`config.mk`:
```
export PLATFORM = sky130hd
export DESIGN_NAME = hurricane_scheduler
export DESIGN_NICKNAME = d
export VERILOG_FILES = /design/src/rtl/hurricane_scheduler.sv
export SDC_FILE = /design/constraint.sdc
export NUM_CORES = 1
export LEC_CHECK = 0
export BUFFER_PORTS_ARGS = -buffer_cell sky130_fd_sc_hd__buf_2
export CAP_MARGIN = 0
export CORE_MARGIN = 2
export CORE_UTILIZATION = 55
export DETAILED_ROUTE_END_ITERATION = 7
export GPL_TIMING_DRIVEN = 0
export HOLD_SLACK_MARGIN = 0.02
export PLACE_DENSITY = 0.86
export SKIP_LAST_GASP = 1
export SLEW_MARGIN = 30
export SYNTH_ARGS = -nofsm -noshare
export SYNTH_HDL_FRONTEND = slang
export SYNTH_SLANG_ARGS = --single-unit
export TNS_END_PERCENT = 1
```
`constraint.sdc`:
```
create_clock -name clk -period 3.17 [get_ports clk]
set_input_delay 0.317 -clock clk [delete_from_list [all_inputs] [get_ports clk]]
set_output_delay 0.317 -clock clk [all_outputs]
set_load 0.1 [all_outputs]
```
`src/rtl/hurricane_scheduler.sv`:
```
// Hurricane (mode 3) episode sequencer: grants one timed run per power-on session
// and tells the mode FSM whether to drop back to level 2 or standby afterwards.
module hurricane_scheduler #(
  parameter int CLK_PER_SEC   = 100_000_000,
  parameter int HURRICANE_SEC = 60
) (
  input  logic       clk,
  input  logic       rst,
  input  logic       machine_state,
  input  logic [2:0] mode_state,
  input  logic       menu_btn,
  output logic       hurricane_mode_enabled,
  output logic       return_state,
  output logic       countdown_active,
  output logic [7:0] remaining_sec
);

  localparam int            PW             = (CLK_PER_SEC > 1) ? $clog2(CLK_PER_SEC) : 1;
  localparam logic [PW-1:0] PRE_LAST       = PW'(CLK_PER_SEC - 1);
  localparam logic [7:0]    RUN_SEC        = 8'(HURRICANE_SEC);
  localparam logic [2:0]    MODE_HURRICANE = 3'b011;

  typedef enum logic [1:0] {ARMED, RUN, EXIT, USED} state_t;

  state_t        state, state_next;
  logic [PW-1:0] prescaler, prescaler_next;
  logic [7:0]    remaining_next;
  logic          return_next;
  logic          menu_prev;
  logic          menu_rise;
  logic          in_hurricane;
  logic          tick;

  assign menu_rise    = menu_btn & ~menu_prev;
  assign in_hurricane = (mode_state == MODE_HURRICANE);
  assign tick         = (prescaler == PRE_LAST);

  always_comb begin
    state_next     = state;
    prescaler_next = prescaler;
    remaining_next = remaining_sec;
    return_next    = return_state;

    case (state)
      ARMED: begin
        if (in_hurricane) begin
          state_next     = RUN;
          prescaler_next = '0;
          remaining_next = RUN_SEC;
          return_next    = 1'b0;
        end
      end
      RUN: begin
        if (!in_hurricane) begin
          state_next     = USED;
          prescaler_next = '0;
          remaining_next = 8'd0;
          return_next    = 1'b0;
        end else begin
          prescaler_next = tick ? '0 : prescaler + PW'(1);
          if (tick && remaining_sec != 8'd0) begin
            remaining_next = remaining_sec - 8'd1;
            if (remaining_sec == 8'd1) begin
              state_next = EXIT;
            end
          end
          // A press on the final tick still counts: menu wins over expiry.
          if (menu_rise) begin
            return_next = 1'b1;
          end
        end
      end
      EXIT: begin
        // return_state must stay put until the mode FSM has actually left mode 3.
        if (!in_hurricane) begin
          state_next  = USED;
          return_next = 1'b0;
        end
      end
      USED: begin
        remaining_next = 8'd0;
        return_next    = 1'b0;
      end
      default: state_next = ARMED;
    endcase

    // Power-off behaves as a reset and re-arms the next session.
    if (!machine_state) begin
      state_next     = ARMED;
      prescaler_next = '0;
      remaining_next = 8'd0;
      return_next    = 1'b0;
    end
  end

  always_ff @(posedge clk or negedge rst) begin
    if (!rst) begin
      state         <= ARMED;
      prescaler     <= '0;
      remaining_sec <= 8'd0;
      return_state  <= 1'b0;
      menu_prev     <= 1'b0;
    end else begin
      state         <= state_next;
      prescaler     <= prescaler_next;
      remaining_sec <= remaining_next;
      return_state  <= return_next;
      menu_prev     <= menu_btn;
    end
  end

  assign hurricane_mode_enabled = (state == ARMED) || (state == RUN);
  assign countdown_active       = (state == RUN);

endmodule

```
==> out/qor.yml, run 1 <==
synthesis:
  synthArstFlopShare_pct: 100
  syn_nets: 265
  synth-seq-cells: 39
  ys_warn_count: 0
  synth_edf_count: 0
  ys_seq_area_share_pct: 41.6
  netlist_area_um2: 2350
  ys_types: 51
  synth_ff_type: "dfrtp_1"
  synth_cells: 251
  avgSynthCellArea_um2: 9.35
setup_path:
  crit_start: "state[0]"
  rrSetupSlack_ns: 0.85
  endpoint_kind: "flip-flop"
  path_class: "reg -> reg"
  cp.arrival_ns: 2.50
  r2r_start: "state[0]"
  rr_endpoint: "remaining_sec[5]"
  start_kind: "flip-flop"
  endpoint: "remaining_sec[5]"
  worstRegToRegCells: 7
  critPathMaxFanout: 5
  required_ns: 3.36
sta:
  worst_pin_slew_ns: 0.834
  rsz0062_at_grt: "no"
  slew_viol_final: 0
  clock_skew_ns: 0.00759
  period_needed_ns: 2.32
  setup_viol: 0
  relSlewSlack_pct: 44.4
  fmax_mhz: 431
  tns_ns: 0
  period_share_pct: 73.1
  hold_viol: 0
  setup_ws_ns: 0.852
clocking:
  cts_setup_buffers: 0
  cts_tree: "done"
  clk_latency_ns: 0.30
  cts.clk_slew.worst_paths_ns: 0.08
  htreeDepth: 2
  cts_resized: 0
  clkSinkCount: 39
  holdBufCountCts: 0
  clockBufferDepth: 2
  clockRootBuffer: "clkbuf_8"
  cts_made_buffers: 5
drt:
  ant_nets: 0
  viasPerCell: 6.06
  post_drt_wl_per_cell_um: 15.1
  wirelength_mm: 4.90
  dr.pass1.iters: 4
  num_vias: 1970
  drt_iter0_markers: 249
  post-route-drc-count: 0
cells_and_area:
  finish.instance_area_um2: 2630
  area_growth_pct: 11.9
  fin_util_pct: 64.7
  fin_cells: 325
  antenna_cells: 0
  final_nets: 288
  layout-drive-gt1-share_pct: 14.5
placed_design:
  io_buffers: 16
  gp_congestion: 0.896
  place_inst: 317
  dp_hpwl_mm: 3.41
  pre_cts_slack_ns: 0.905
  placed_cell_area_um2: 2490
die:
  die_h_um: 69.3
  start_util_pct: 57.8
  coreArea_um2: 4060
  io_pins: 18
  die_width_um: 69.3
  rows: 23
  die-area_um2: 4800
power_and_ir_drop:
  p_leak_uw: 0.00117
  power.density_nw_per_um2: 729
  vdd_ir_drop_max_v: 0.000698
grt:
  grt_overflow: 0
  grt_pass1_vias: 1890
  grt_first_pass_wirelength_mm: 8.58
  grt_max_degree: 40
  grt_antenna_before_repair: 0
  grt_use_total_pct: 22.2
outcome:
  outcome: "finished clean"
job:
  cap_violations: 0
worst_hold_path:
  min-delay-path-class: "in -> async"
-- routing by layer --
layer / GRT usage [%] / vias to the layer above / share of wire [%]
met5: 0 / - / 0
met4: 8.50 / 0 / 2.2
met3: 4.94 / 12 / 4.4
met2: 35.1 / 58 / 48
met1: 29.8 / 948 / 46
li1: - / 952 / -
-- worst max-delay path: stages, from the launching register on --
cell and delay (ns):
dfrtp_1 0.38, inv_1 0.09, ha_1 0.34, nor2b_1 0.16
o31a_1 0.37, nor4_1 0.44, nand3_1 0.14, a32o_1 0.29
-- synthesized netlist by cell type, types with 3 or more instances --
cell type | number | area share, %
nand2_1 | 15 | 2.4
nand3_1 | 16 | 3.4
nor4_2 | 3 | 1.6
a31oi_1 | 3 | 0.80
nand4_1 | 13 | 3.5
o21ai_0 | 4 | 0.85
xor2_1 | 20 | 7.5
inv_1 | 8 | 1.3
nand3b_1 | 3 | 0.96
a21oi_1 | 3 | 0.64
ha_1 | 7 | 3.7
mux2i_1 | 5 | 2.1
clkbuf_1 | 6 | 0.96
and3_1 | 8 | 2.1
dfrtp_1 | 39 | 42
nor3_1 | 7 | 1.5
nor2b_1 | 3 | 0.80
nor2_1 | 36 | 5.8
xnor2_1 | 3 | 1.1
and2_1 | 5 | 1.3
nand4b_1 | 5 | 1.9
-- layout by cell type (no fill, tap or decap), types with 4 or more instances in the layout --
cell and count:
dfrtp_1 39, nor2_1 36, xor2_1 20, buf_2 18
nand3_1 16, nand2_1 15, nand4_1 13, inv_1 8
and3_1 8, nor3_1 7, ha_1 7, clkbuf_1 6
nand4b_1 5, and2_1 5, mux2i_1 5, clkbuf_8 5
o21ai_0 4
-- state kept, by name, summed over array words and instances (netlist names) --
name and flops:
state 2, prescaler 27, menu_prev 1, return_state 1
remaining_sec 8
-- worst min path at each step --
stage,startpoint,to,slack [ns],cells after the start
5_1_grt,menu_btn,menu_prev,0.13,1
4_1_cts,menu_btn,menu_prev,0.14,1
2_1_floorplan,rst,menu_prev,0.02,0
3_3_place_gp,menu_btn,menu_prev,0.44,1
6_report,rst,state[0],0.12,1
3_5_place_dp,menu_btn,menu_prev,0.44,1
-- power breakdown --
group	total (uW)	internal (uW)	switching, uW
Clock	493	314	179
Combinational	841	205	636
Sequential	578	537	41.8
-- cell families after synthesis --
group           synth area share (%)
compound gates                  10.3
mux                             2.13
xor+xnor                        8.59
fa+ha+maj                       3.73
buf+inv                         3.15
simple gates                    30.5
flops                           41.6
-- cell type report --
cell class | instances | area, um2
plain buffers | 9 | 43.8
clock inverters | 3 | 67.6
clock buffers | 5 | 68.8
fillers | 312 | 1430
well taps | 50 | 62.6
multi-input cells | 195 | 1300
repair buffers | 16 | 80.1
flip-flops and latches | 39 | 976
inverters | 8 | 30.0
-- through the flow --
step / hold WS (ns) / power [uW]
after detailed placement: 0.444 / 1410
after global placement: 0.439 / 1400
after floorplan: 0.0214 / 1260
final: 0.121 / 1910
after global routing: 0.134 / 2000
after CTS: 0.137 / 1910
Power figures use the tool's default switching activity.
==> run 2: changes to the inputs <==
clock period = 2.3 ns   (was 3.17 ns; I/O delays follow)
==> run 2 against run 1 <==
First-iteration DRC count is 24% lower. Final cell count increased by 0.31%. Fmax rose by 2.5%. Cell area is 0.14% lower. Critical path depth unchanged. Clock power up 2%. Sequential cell count unchanged.
==> out/qor.yml, run 2 (synthesis gave the netlist of run 1 again) <==
outcome:
  outcome: "finished clean"
setup_path:
  start_kind: "flip-flop"
  required_ns: 2.49
  critPathMaxFanout: 5
  r2r_start: "state[1]"
  cp.arrival_ns: 2.45
  endpoint_kind: "flip-flop"
  crit_start: "state[1]"
  path_class: "reg -> reg"
power_and_ir_drop:
  intPower_uw: 1320
  p_sw_share_pct: 47.0
  clockPowerShare_pct: 20.2
  p_sw_uw: 1170
  p_leak_uw: 0.00117
  pwr-share-comb_pct: 47.9
  sequentialPowerShare_pct: 32.0
  power.density_nw_per_um2: 950
  vdd_ir_drop_max_v: 0.000875
die:
  start_util_pct: 57.8
  die_h_um: 69.3
  coreArea_um2: 4060
  rows: 23
  io_pins: 18
  die_width_um: 69.3
  die-area_um2: 4800
cells_and_area:
  regArea_um2: 976
  area_growth_pct: 11.7
  layout-drive-gt1-share_pct: 15.9
  antenna_cells: 0
  layout_commonest_cell: "dfrtp_1"
  largest_reg_flops: 27
  n_fill_cell: 312
  multiInputGateArea_um2: 1310
  finish.instance_area_um2: 2620
  largest_register: "prescaler"
  final_cell_mix: "dfrtp_1 (39), nor2_1 (36), xor2_1 (20), buf_2 (17), nand3_1 (16)"
  reg.largest.list: "prescaler (27), remaining_sec (8), state (2)"
  final_nets: 289
grt:
  grt_overflow: 0
  grt_first_pass_wirelength_mm: 8.91
  grt_max_degree: 40
  grt_antenna_before_repair: 0
  grt_use_total_pct: 22.8
  grt_pass1_vias: 1965
drt:
  drt_iter0_markers: 190
  num_vias: 2016
  dr.pass1.iters: 4
  ant_nets: 0
  post-route-drc-count: 0
  wirelength_mm: 4.93
  viasPerCell: 6.18
  post_drt_wl_per_cell_um: 15.1
clocking:
  cts.clk_slew.worst_paths_ns: 0.07
  clk_latency_ns: 0.29
  cts_tree: "done"
  cts_made_buffers: 5
  clockRootBuffer: "clkbuf_8"
  clkSinkCount: 39
  htreeDepth: 2
  clockBufferDepth: 2
job:
  cap_violations: 0
sta:
  hold_viol: 0
  setup_viol: 0
  worst_pin_slew_ns: 0.712
  slew_viol_final: 0
  clock_skew_ns: 0.00585
  tns_ns: 0
  period_needed_ns: 2.26
  relSlewSlack_pct: 52.2
  period_share_pct: 98.3
  rsz0062_at_grt: "yes"
  setup_ws_ns: 0.0392
  fmax_mhz: 442
placed_design:
  gp_congestion: 0.912
  io_buffers: 16
  placed_cell_area_um2: 2500
  pre_cts_slack_ns: -0.0682
  dp_hpwl_mm: 3.53
worst_hold_path:
  worst_hold_startpoint: "menu_btn"
  min-delay-path-class: "in -> reg"
==> run 2: cell types whose count changed in the layout (fill, tap and decap cells not counted), sizes merged <==
cell / before / now
clkinvlp: 1 / 0
bufinv: 2 / 0
dlygate4sd3: 0 / 1
buf: 19 / 20
clkbuf: 11 / 13
==> run 2: per-stage QoR <==
stage          hold WS, ns  utilization [%]  total power (uW)  std cells
6_report            0.0571             64.6              2490        326
5_1_grt             0.0458             64.6              2630        326
4_1_cts             0.0546             64.3              2490        326
3_5_place_dp         0.359             61.6              1970        317
3_3_place_gp         0.352             61.6              1950        317
2_1_floorplan      -0.0656                -              1760        251
==> run 2: power by group through the flow <==
| stage | clock network [uW] | logic (uW) | registers [uW] |
|---|---|---|---|
| finish | 502 | 1190 | 796 |
| global route | 546 | 1290 | 801 |
| CTS | 511 | 1180 | 791 |
| detailed placement | 0 | 1160 | 812 |
| global placement | 0 | 1140 | 811 |
| floorplan | 0 | 700 | 1070 |
==> run 2: layer usage <==
metal	wire, um	global-route usage (%)	vias up
met3	234	5.09	14
met4	107	10.2	0
met1	2210	31.0	987
met5	0	0	-
met2	2380	35.1	61
li1	-	-	954
==> run 2: path summary, 6_finish.rpt <==
path | slack, ns | end | cells past startpoint
setup / recovery | 0.04 | remaining_sec[4] | 7
hold / removal | 0.06 | menu_prev | 1
setup reg to reg | 0.04 | remaining_sec[4] | 7
hold reg to reg | 0.49 | return_state | 1
max in group asynchronous | 1.51 | prescaler[11] | 2
min in group asynchronous | 0.44 | state[0] | 2
==> run 2: area by class of cell <==
type / count / area share, %
Sequential cell: 39 / 37.2
Buffer: 8 / 1.58
Clock buffer: 8 / 3.82
Tap cell: 50 / 2.39
Inverter: 8 / 1.15
Timing Repair Buffer: 18 / 3.82
Multi-Input combinational cell: 195 / 50.0
==> run 2: worst max-delay path, stage by stage, from the launching register on <==
cell     delay (ns)
dfrtp_1        0.41
inv_2          0.10
ha_2           0.28
nor2b_1        0.15
o31a_1         0.32
or4_1          0.55
o32a_1         0.19
and3_1         0.17
==> run 2: repair_timing <==
action,4_1_cts,5_1_grt
setup buffers,1,0
hold buffers,0,1
pin swaps,0,2
endpoints found under the hold margin,0,39
gates resized for setup,1,3
setup endpoints to repair,5,26
